===== src/rtl/conv_sequencer.sv =====
// conv_sequencer: two-pass separable blur sequencer around a row-convolution engine.
//
// A start in IDLE with both dimensions >= 6 latches the image size and kernel select,
// then runs the engine twice. Pass 1 reads the image SRAM and writes the buffer SRAM
// transposed. Pass 2 reads the buffer back with swapped dimensions and writes it
// transposed again, so the result lands untransposed in the image SRAM. Each pass holds
// the engine in reset for RST_HOLD cycles, then waits for a busy high-then-low handshake
// under a watchdog.
//
// Ports:
//   clk, rst            clock and synchronous active-high reset
//   start               one-cycle request, honoured only in IDLE
//   nrows, ncols, sigma image dimensions and kernel select for the request
//   busy, done, err     sequence active, one-cycle completion pulse, sticky error
//   eng_rstn            active-low engine hold, high only while a pass runs
//   eng_nrows/ncols     per-pass engine dimensions
//   eng_sigma           engine kernel select
//   eng_transpose       engine transposes on write
//   eng_busy            engine busy input
//   src_sel             0: image SRAM -> buffer SRAM, 1: buffer SRAM -> image SRAM
//   host_req, host_gnt  host SRAM ownership request / grant (grant only in IDLE)
//   state               current FSM state for debug
module conv_sequencer #(
    parameter int unsigned RST_HOLD = 2,
    parameter logic [19:0] WDOG_CYC = 20'hFFFFF
) (
    input  logic       clk,
    input  logic       rst,
    input  logic       start,
    input  logic [7:0] nrows,
    input  logic [7:0] ncols,
    input  logic [2:0] sigma,
    output logic       busy,
    output logic       done,
    output logic       err,
    output logic       eng_rstn,
    output logic [7:0] eng_nrows,
    output logic [7:0] eng_ncols,
    output logic [2:0] eng_sigma,
    output logic       eng_transpose,
    input  logic       eng_busy,
    output logic       src_sel,
    input  logic       host_req,
    output logic       host_gnt,
    output logic [2:0] state
);

    typedef enum logic [2:0] {
        StIdle = 3'd0,
        StArm1 = 3'd1,
        StRun1 = 3'd2,
        StArm2 = 3'd3,
        StRun2 = 3'd4,
        StDone = 3'd5,
        StErr  = 3'd6
    } state_e;

    localparam int unsigned HoldW = (RST_HOLD > 2) ? $clog2(RST_HOLD) : 1;
    localparam int unsigned HoldLastInt = (RST_HOLD > 0) ? RST_HOLD - 1 : 0;
    localparam logic [HoldW-1:0] HoldLast = HoldW'(HoldLastInt);

    state_e             state_q, state_d;
    logic [HoldW-1:0]   hold_q;
    logic [19:0]        wdog_q;
    logic               seen_busy_q;

    logic dims_ok, accept, in_arm, in_run, hold_last, wdog_expire, pass_done;

    assign dims_ok     = (nrows >= 8'd6) && (ncols >= 8'd6);
    assign accept      = (state_q == StIdle) && start && dims_ok;
    assign in_arm      = (state_q == StArm1) || (state_q == StArm2);
    assign in_run      = (state_q == StRun1) || (state_q == StRun2);
    assign hold_last   = (hold_q == HoldLast);
    // Expire on the cycle whose increment would bring the count up to the limit.
    assign wdog_expire = ({1'b0, wdog_q} + 21'd1) >= {1'b0, WDOG_CYC};
    // The engine must be seen busy at least once before a low busy means finished.
    assign pass_done   = seen_busy_q && !eng_busy;

    always_comb begin
        state_d = state_q;
        case (state_q)
            StIdle: begin
                if (start) begin
                    state_d = dims_ok ? StArm1 : StErr;
                end
            end
            StArm1: if (hold_last) state_d = StRun1;
            StRun1: begin
                if (pass_done) begin
                    state_d = StArm2;
                end else if (wdog_expire) begin
                    state_d = StErr;
                end
            end
            StArm2: if (hold_last) state_d = StRun2;
            StRun2: begin
                if (pass_done) begin
                    state_d = StDone;
                end else if (wdog_expire) begin
                    state_d = StErr;
                end
            end
            StDone:  state_d = StIdle;
            StErr:   state_d = StIdle;
            default: state_d = StIdle;
        endcase
    end

    // Outputs are registered from the next state so they switch on the same edge as state.
    always_ff @(posedge clk) begin
        if (rst) begin
            state_q       <= StIdle;
            hold_q        <= '0;
            wdog_q        <= '0;
            seen_busy_q   <= 1'b0;
            busy          <= 1'b0;
            done          <= 1'b0;
            err           <= 1'b0;
            eng_rstn      <= 1'b0;
            eng_nrows     <= '0;
            eng_ncols     <= '0;
            eng_sigma     <= '0;
            eng_transpose <= 1'b0;
            src_sel       <= 1'b0;
            host_gnt      <= 1'b0;
        end else begin
            state_q  <= state_d;
            busy     <= (state_d == StArm1) || (state_d == StRun1) || (state_d == StArm2) ||
                        (state_d == StRun2) || (state_d == StDone);
            done     <= (state_d == StDone);
            eng_rstn <= (state_d == StRun1) || (state_d == StRun2);
            host_gnt <= (state_d == StIdle) && host_req;

            if (state_d == StErr) begin
                err <= 1'b1;
            end else if (accept) begin
                err <= 1'b0;
            end

            if (accept) begin
                eng_nrows     <= nrows;
                eng_ncols     <= ncols;
                eng_sigma     <= sigma;
                eng_transpose <= 1'b1;
                src_sel       <= 1'b0;
            end else if ((state_q == StRun1) && (state_d == StArm2)) begin
                // Second pass walks the transposed buffer, so the dimensions swap.
                eng_nrows <= eng_ncols;
                eng_ncols <= eng_nrows;
                src_sel   <= 1'b1;
            end

            if (state_d != state_q) begin
                hold_q <= '0;
            end else if (in_arm) begin
                hold_q <= hold_q + 1'b1;
            end

            if (state_d != state_q) begin
                wdog_q <= '0;
            end else if (in_run) begin
                wdog_q <= wdog_q + 20'd1;
            end

            if ((state_d == StArm1) || (state_d == StArm2)) begin
                seen_busy_q <= 1'b0;
            end else if (in_run && eng_busy) begin
                seen_busy_q <= 1'b1;
            end
        end
    end

    assign state = state_q;

endmodule

===== config.mk =====
export PLATFORM = sky130hd
export DESIGN_NAME = conv_sequencer
export DESIGN_NICKNAME = d
export VERILOG_FILES = /design/src/rtl/conv_sequencer.sv
export SDC_FILE = /design/constraint.sdc
export NUM_CORES = 1
export LEC_CHECK = 0
export BUFFER_PORTS_ARGS = -buffer_cell sky130_fd_sc_hd__buf_2
export CORE_ASPECT_RATIO = 0.5
export CORE_MARGIN = 2
export CORE_UTILIZATION = 30
export CTS_BUF_LIST = sky130_fd_sc_hd__clkbuf_2
export CTS_CLUSTER_DIAMETER = 40
export DETAILED_ROUTE_END_ITERATION = 6
export PLACE_DENSITY = 0.6
export SYNTH_ARGS = -nofsm -noshare
export SYNTH_HDL_FRONTEND = slang
export SYNTH_SLANG_ARGS = --single-unit

===== constraint.sdc =====
create_clock -name clk -period 3.3 [get_ports clk]
set_input_delay 0.33 -clock clk [delete_from_list [all_inputs] [get_ports clk]]
set_output_delay 0.33 -clock clk [all_outputs]
set_load 0.01 [all_outputs]

==> key figures <==
Floorplan
  – Num ports: 53
  – Row count: 24
  – Initial Util: 31.24%
  – Die area: 9991 sq um
  – Die W: 139.4 microns
  – Core ar.: 8798 sq um
  – Die Y: 71.69 microns

Global route
  – Via count of the first global-routing pass: 2122
  – Gr ovfl total: 0
  – First-pass GRT wire length: 9998 microns
  – Largest net degree at the start of global routing: 38
  – Total track usage: 12.08%
  – Initial antenna violation count: 0

STA
  – Final setup fails: 0
  – Min Hold Slack: 0.1133 ns
  – Worst slew pin tran: 0.5921 ns
  – Max-slew violation count: 0
  – Fmax: 343.3 MHz
  – Final cycle utilization of the critical path: 88.27%
  – Slew margin rel.: 60.53%
  – Final hold violations: 0
  – Final Critical Period: 2.913 ns
  – Setup tns final: 0 ns
  – Clock skew: 0.04031 ns
  – RSZ-0062 raised after global routing: no

Cells and area
  – Non-Filler Instances: 469
  – Fin util: 35.51%
  – ANT cells: 0
  – Layout cells sized above 1: 24.72%
  – Layout filler cell count: 924
  – Area growth, synth to finish: 13.66%
  – Net count, final: 378

Power and ir drop
  – Peak VDD IR: 0.0002281 V
  – Net Sw Frac: 30.51%
  – Clk pwr share: 25.0%
  – Logic pwr share: 20.0%
  – Pint: 895.5 uW
  – NetSw: 393.3 uW
  – Sequential power share: 54.9%
  – Pwr/cell area: 412.5 nW/um^2
  – LEAKAGE: 0.001278 uW

Drt
  – DR pass1 iterations: 4
  – Drt initial violations: 100
  – Per-cell routed wire length: 12.66 microns
  – WL final: 5937 microns
  – Vias: 2288
  – Via density: 4.878
  – Antenna viol nets, final: 0
  – Residual DRC count: 0

Place
  – Inst Count DP: 462
  – IO buf count: 52
  – GPL Wtd Cong: 0.7580
  – DPL Wire Length: 4174 microns

Critical path
  – Crit path from: wdog_q[0]$_SDFFE_PP0N_
  – Crit path DAT: 3.23 ns
  – Slowest cell delay on critical path: 0.57 ns
  – Slowest-stage cell, CP: dfxtp_1
  – CP Max Fanout: 20
  – CP Class: register to register
  – Critical path endpoint category: register
  – CP cell instances: ha_1 > and3_1 > nand3b_1 > a2111oi_2 > o22ai_2 > o21ai_4 > a21oi_4 > o21ai_4 > buf_4 > nor2_1
  – CP Launch Type: register
  – Worst EP required: 3.62 ns
  – Worst reg2reg path startpoint: wdog_q[0]$_SDFFE_PP0N_
  – CP most frequent cell: o21ai_4

Synth
  – Yosys cell types: 53
  – Synth Instances: 311
  – Synthesis-stage register bit count: 51
  – Syn_area_per_cell: 8.839 sq um
  – Post-synth EDFFs: 0
  – Synth warn: 0
  – Seq/Total Area, Yosys: 37.14%
  – Mapped cell area: 2749 sq um
  – Mapped Nets: 337
  – Asr flop ratio synth: 0%
  – Synth Flop Type: dfxtp_1

Clock network
  – H-tree depth: 2
  – Maximum clock insertion buffer count: 2
  – Post-CTS Hold Buffers: 0
  – Root buf cell: clkbuf_2
  – Post-CTS Setup Bufs: 0
  – CTS clk-pin slew, worst paths: 0.26 ns
  – Total CTS buffers: 5
  – CTS tree: done
  – Clock Sinks: 51
  – Skew-Pair Late Insertion Delay: 0.44 ns
  – Resize count post-CTS: 0

Outcome
  – Status: completed

Flow run
  – Max-Cap Viols: 0

Worst hold path
  – Tightest Hold Check Type: primary input to register
  – Critical hold path startpoint: sigma[2]
cell type report:
cell class	instances	area (sq um)	area share [%]
Clock buffer	5	25.02	0.8010
Clock inverter	2	37.54	1.201
Inverter	4	15.01	0.4806
Multi-Input combinational cell	234	1589	50.86
Sequential cell	51	1021	32.68
Tap cell	117	146.4	4.686
Timing Repair Buffer	56	290.3	9.291
power groups by stage:
stage	clock network (uW)	registers, uW	logic (uW)
after floorplan	0	720	176
after global placement	0	719	260
after detailed placement	0	719	261
after CTS	339	708	262
after global routing	364	716	287
final	323	708	258
stage by stage:
step | instance area, sq um | total power [uW] | setup slack (ns)
2_1_floorplan | 2749 | 895.4 | 0.8735
3_3_place_gp | 3062 | 979.4 | 0.4912
3_5_place_dp | 3062 | 980.4 | 0.4431
4_1_cts | 3124 | 1309 | 0.3525
5_1_grt | 3124 | 1367 | 0.1694
6_report | 3124 | 1289 | 0.3870
path summary, 6_finish.rpt:
check | endpoint | slack [ns] | depth (start not counted)
setup / recovery | wdog_q[6]$_SDFFE_PP0N_ | 0.39 | 10
hold reg to reg | eng_transpose$_SDFFE_PP0P_ | 0.47 | 2
hold / removal | eng_sigma[2]$_SDFFE_PP0P_ | 0.11 | 3
setup reg to reg | wdog_q[6]$_SDFFE_PP0N_ | 0.39 | 10
synthesized netlist by cell type, types with 2 or more instances:
master,n,area share (%)
and2_1,2,0.46
buf_2,5,0.91
nor2b_1,3,0.68
nor4_1,2,0.46
nand2_1,19,2.6
a31oi_1,4,0.91
and4b_1,2,0.73
and3_1,2,0.46
nor3b_1,2,0.55
xor2_1,16,5.1
nand4_1,6,1.4
nand3_1,9,1.6
buf_4,5,1.4
mux2i_1,20,7.3
nor2_2,11,2.5
a21oi_1,9,1.6
nand3b_1,4,1.1
a211oi_1,21,5.7
ha_1,2,0.91
buf_1,2,0.27
and4_1,2,0.64
nor2_1,48,6.6
o311a_1,2,0.73
o21ai_4,2,1.2
buf_6,2,0.82
and4_2,2,0.73
dfxtp_1,51,37
clkbuf_1,7,0.96
inv_1,4,0.55
xnor2_1,8,2.5
nor3_1,8,1.5
o21ai_0,6,1.1
nand4b_1,3,0.96
cells by family after synthesis:
kind of cell / Yosys count / synth area share, %
AND/OR/NAND/NOR: 132 / 25.85
AO/OA/AOI/OAI: 56 / 16.11
flip-flops: 51 / 37.14
buffers and inverters: 26 / 5.052
XOR/XNOR: 24 / 7.647
multiplexers: 20 / 7.283
adder cells (fa/ha/maj): 2 / 0.9102
flip-flops by register name, indices dropped and copies added, names as in the netlist:
name / count
busy: 1
done: 1
eng_ncols: 8
eng_nrows: 8
eng_rstn: 1
eng_sigma: 3
eng_transpose: 1
err: 1
hold_last: 1
host_gnt: 1
seen_busy_q: 1
src_sel: 1
state: 3
wdog_q: 20
worst max-delay path: cells and delay by family, from the launching register on:
kind,cells,cell delay (ns)
and+or+nand+nor,3,0.46
DFF,1,0.57
adders and majority gates,1,0.38
AOI/OAI and AO/OA,5,1.11
buffers and inverters,1,0.29
placed cells by master (no fill, tap or decap), types with 3 or more instances in the layout:
cell type,n
xnor2_1,8
nor3_1,8
buf_2,52
nor2_2,11
nor2_1,48
clkbuf_2,5
xor2_1,16
nand3b_1,4
nor2b_1,3
buf_4,4
a31oi_1,4
a211oi_1,21
nand2_1,19
a21oi_1,9
dfxtp_1,51
nand3_1,9
mux2i_1,20
o21ai_0,6
nand4b_1,3
inv_1,4
nand4_1,6
routing by layer:
layer	GRT usage [%]	vias to the layer above	share of wire [%]
li1	-	1186	-
met1	17.09	1036	50
met3	2.406	8	5.8
met4	3.479	0	1.1
met2	18.85	58	43
met5	0	-	0
Power figures use the tool's default switching activity.
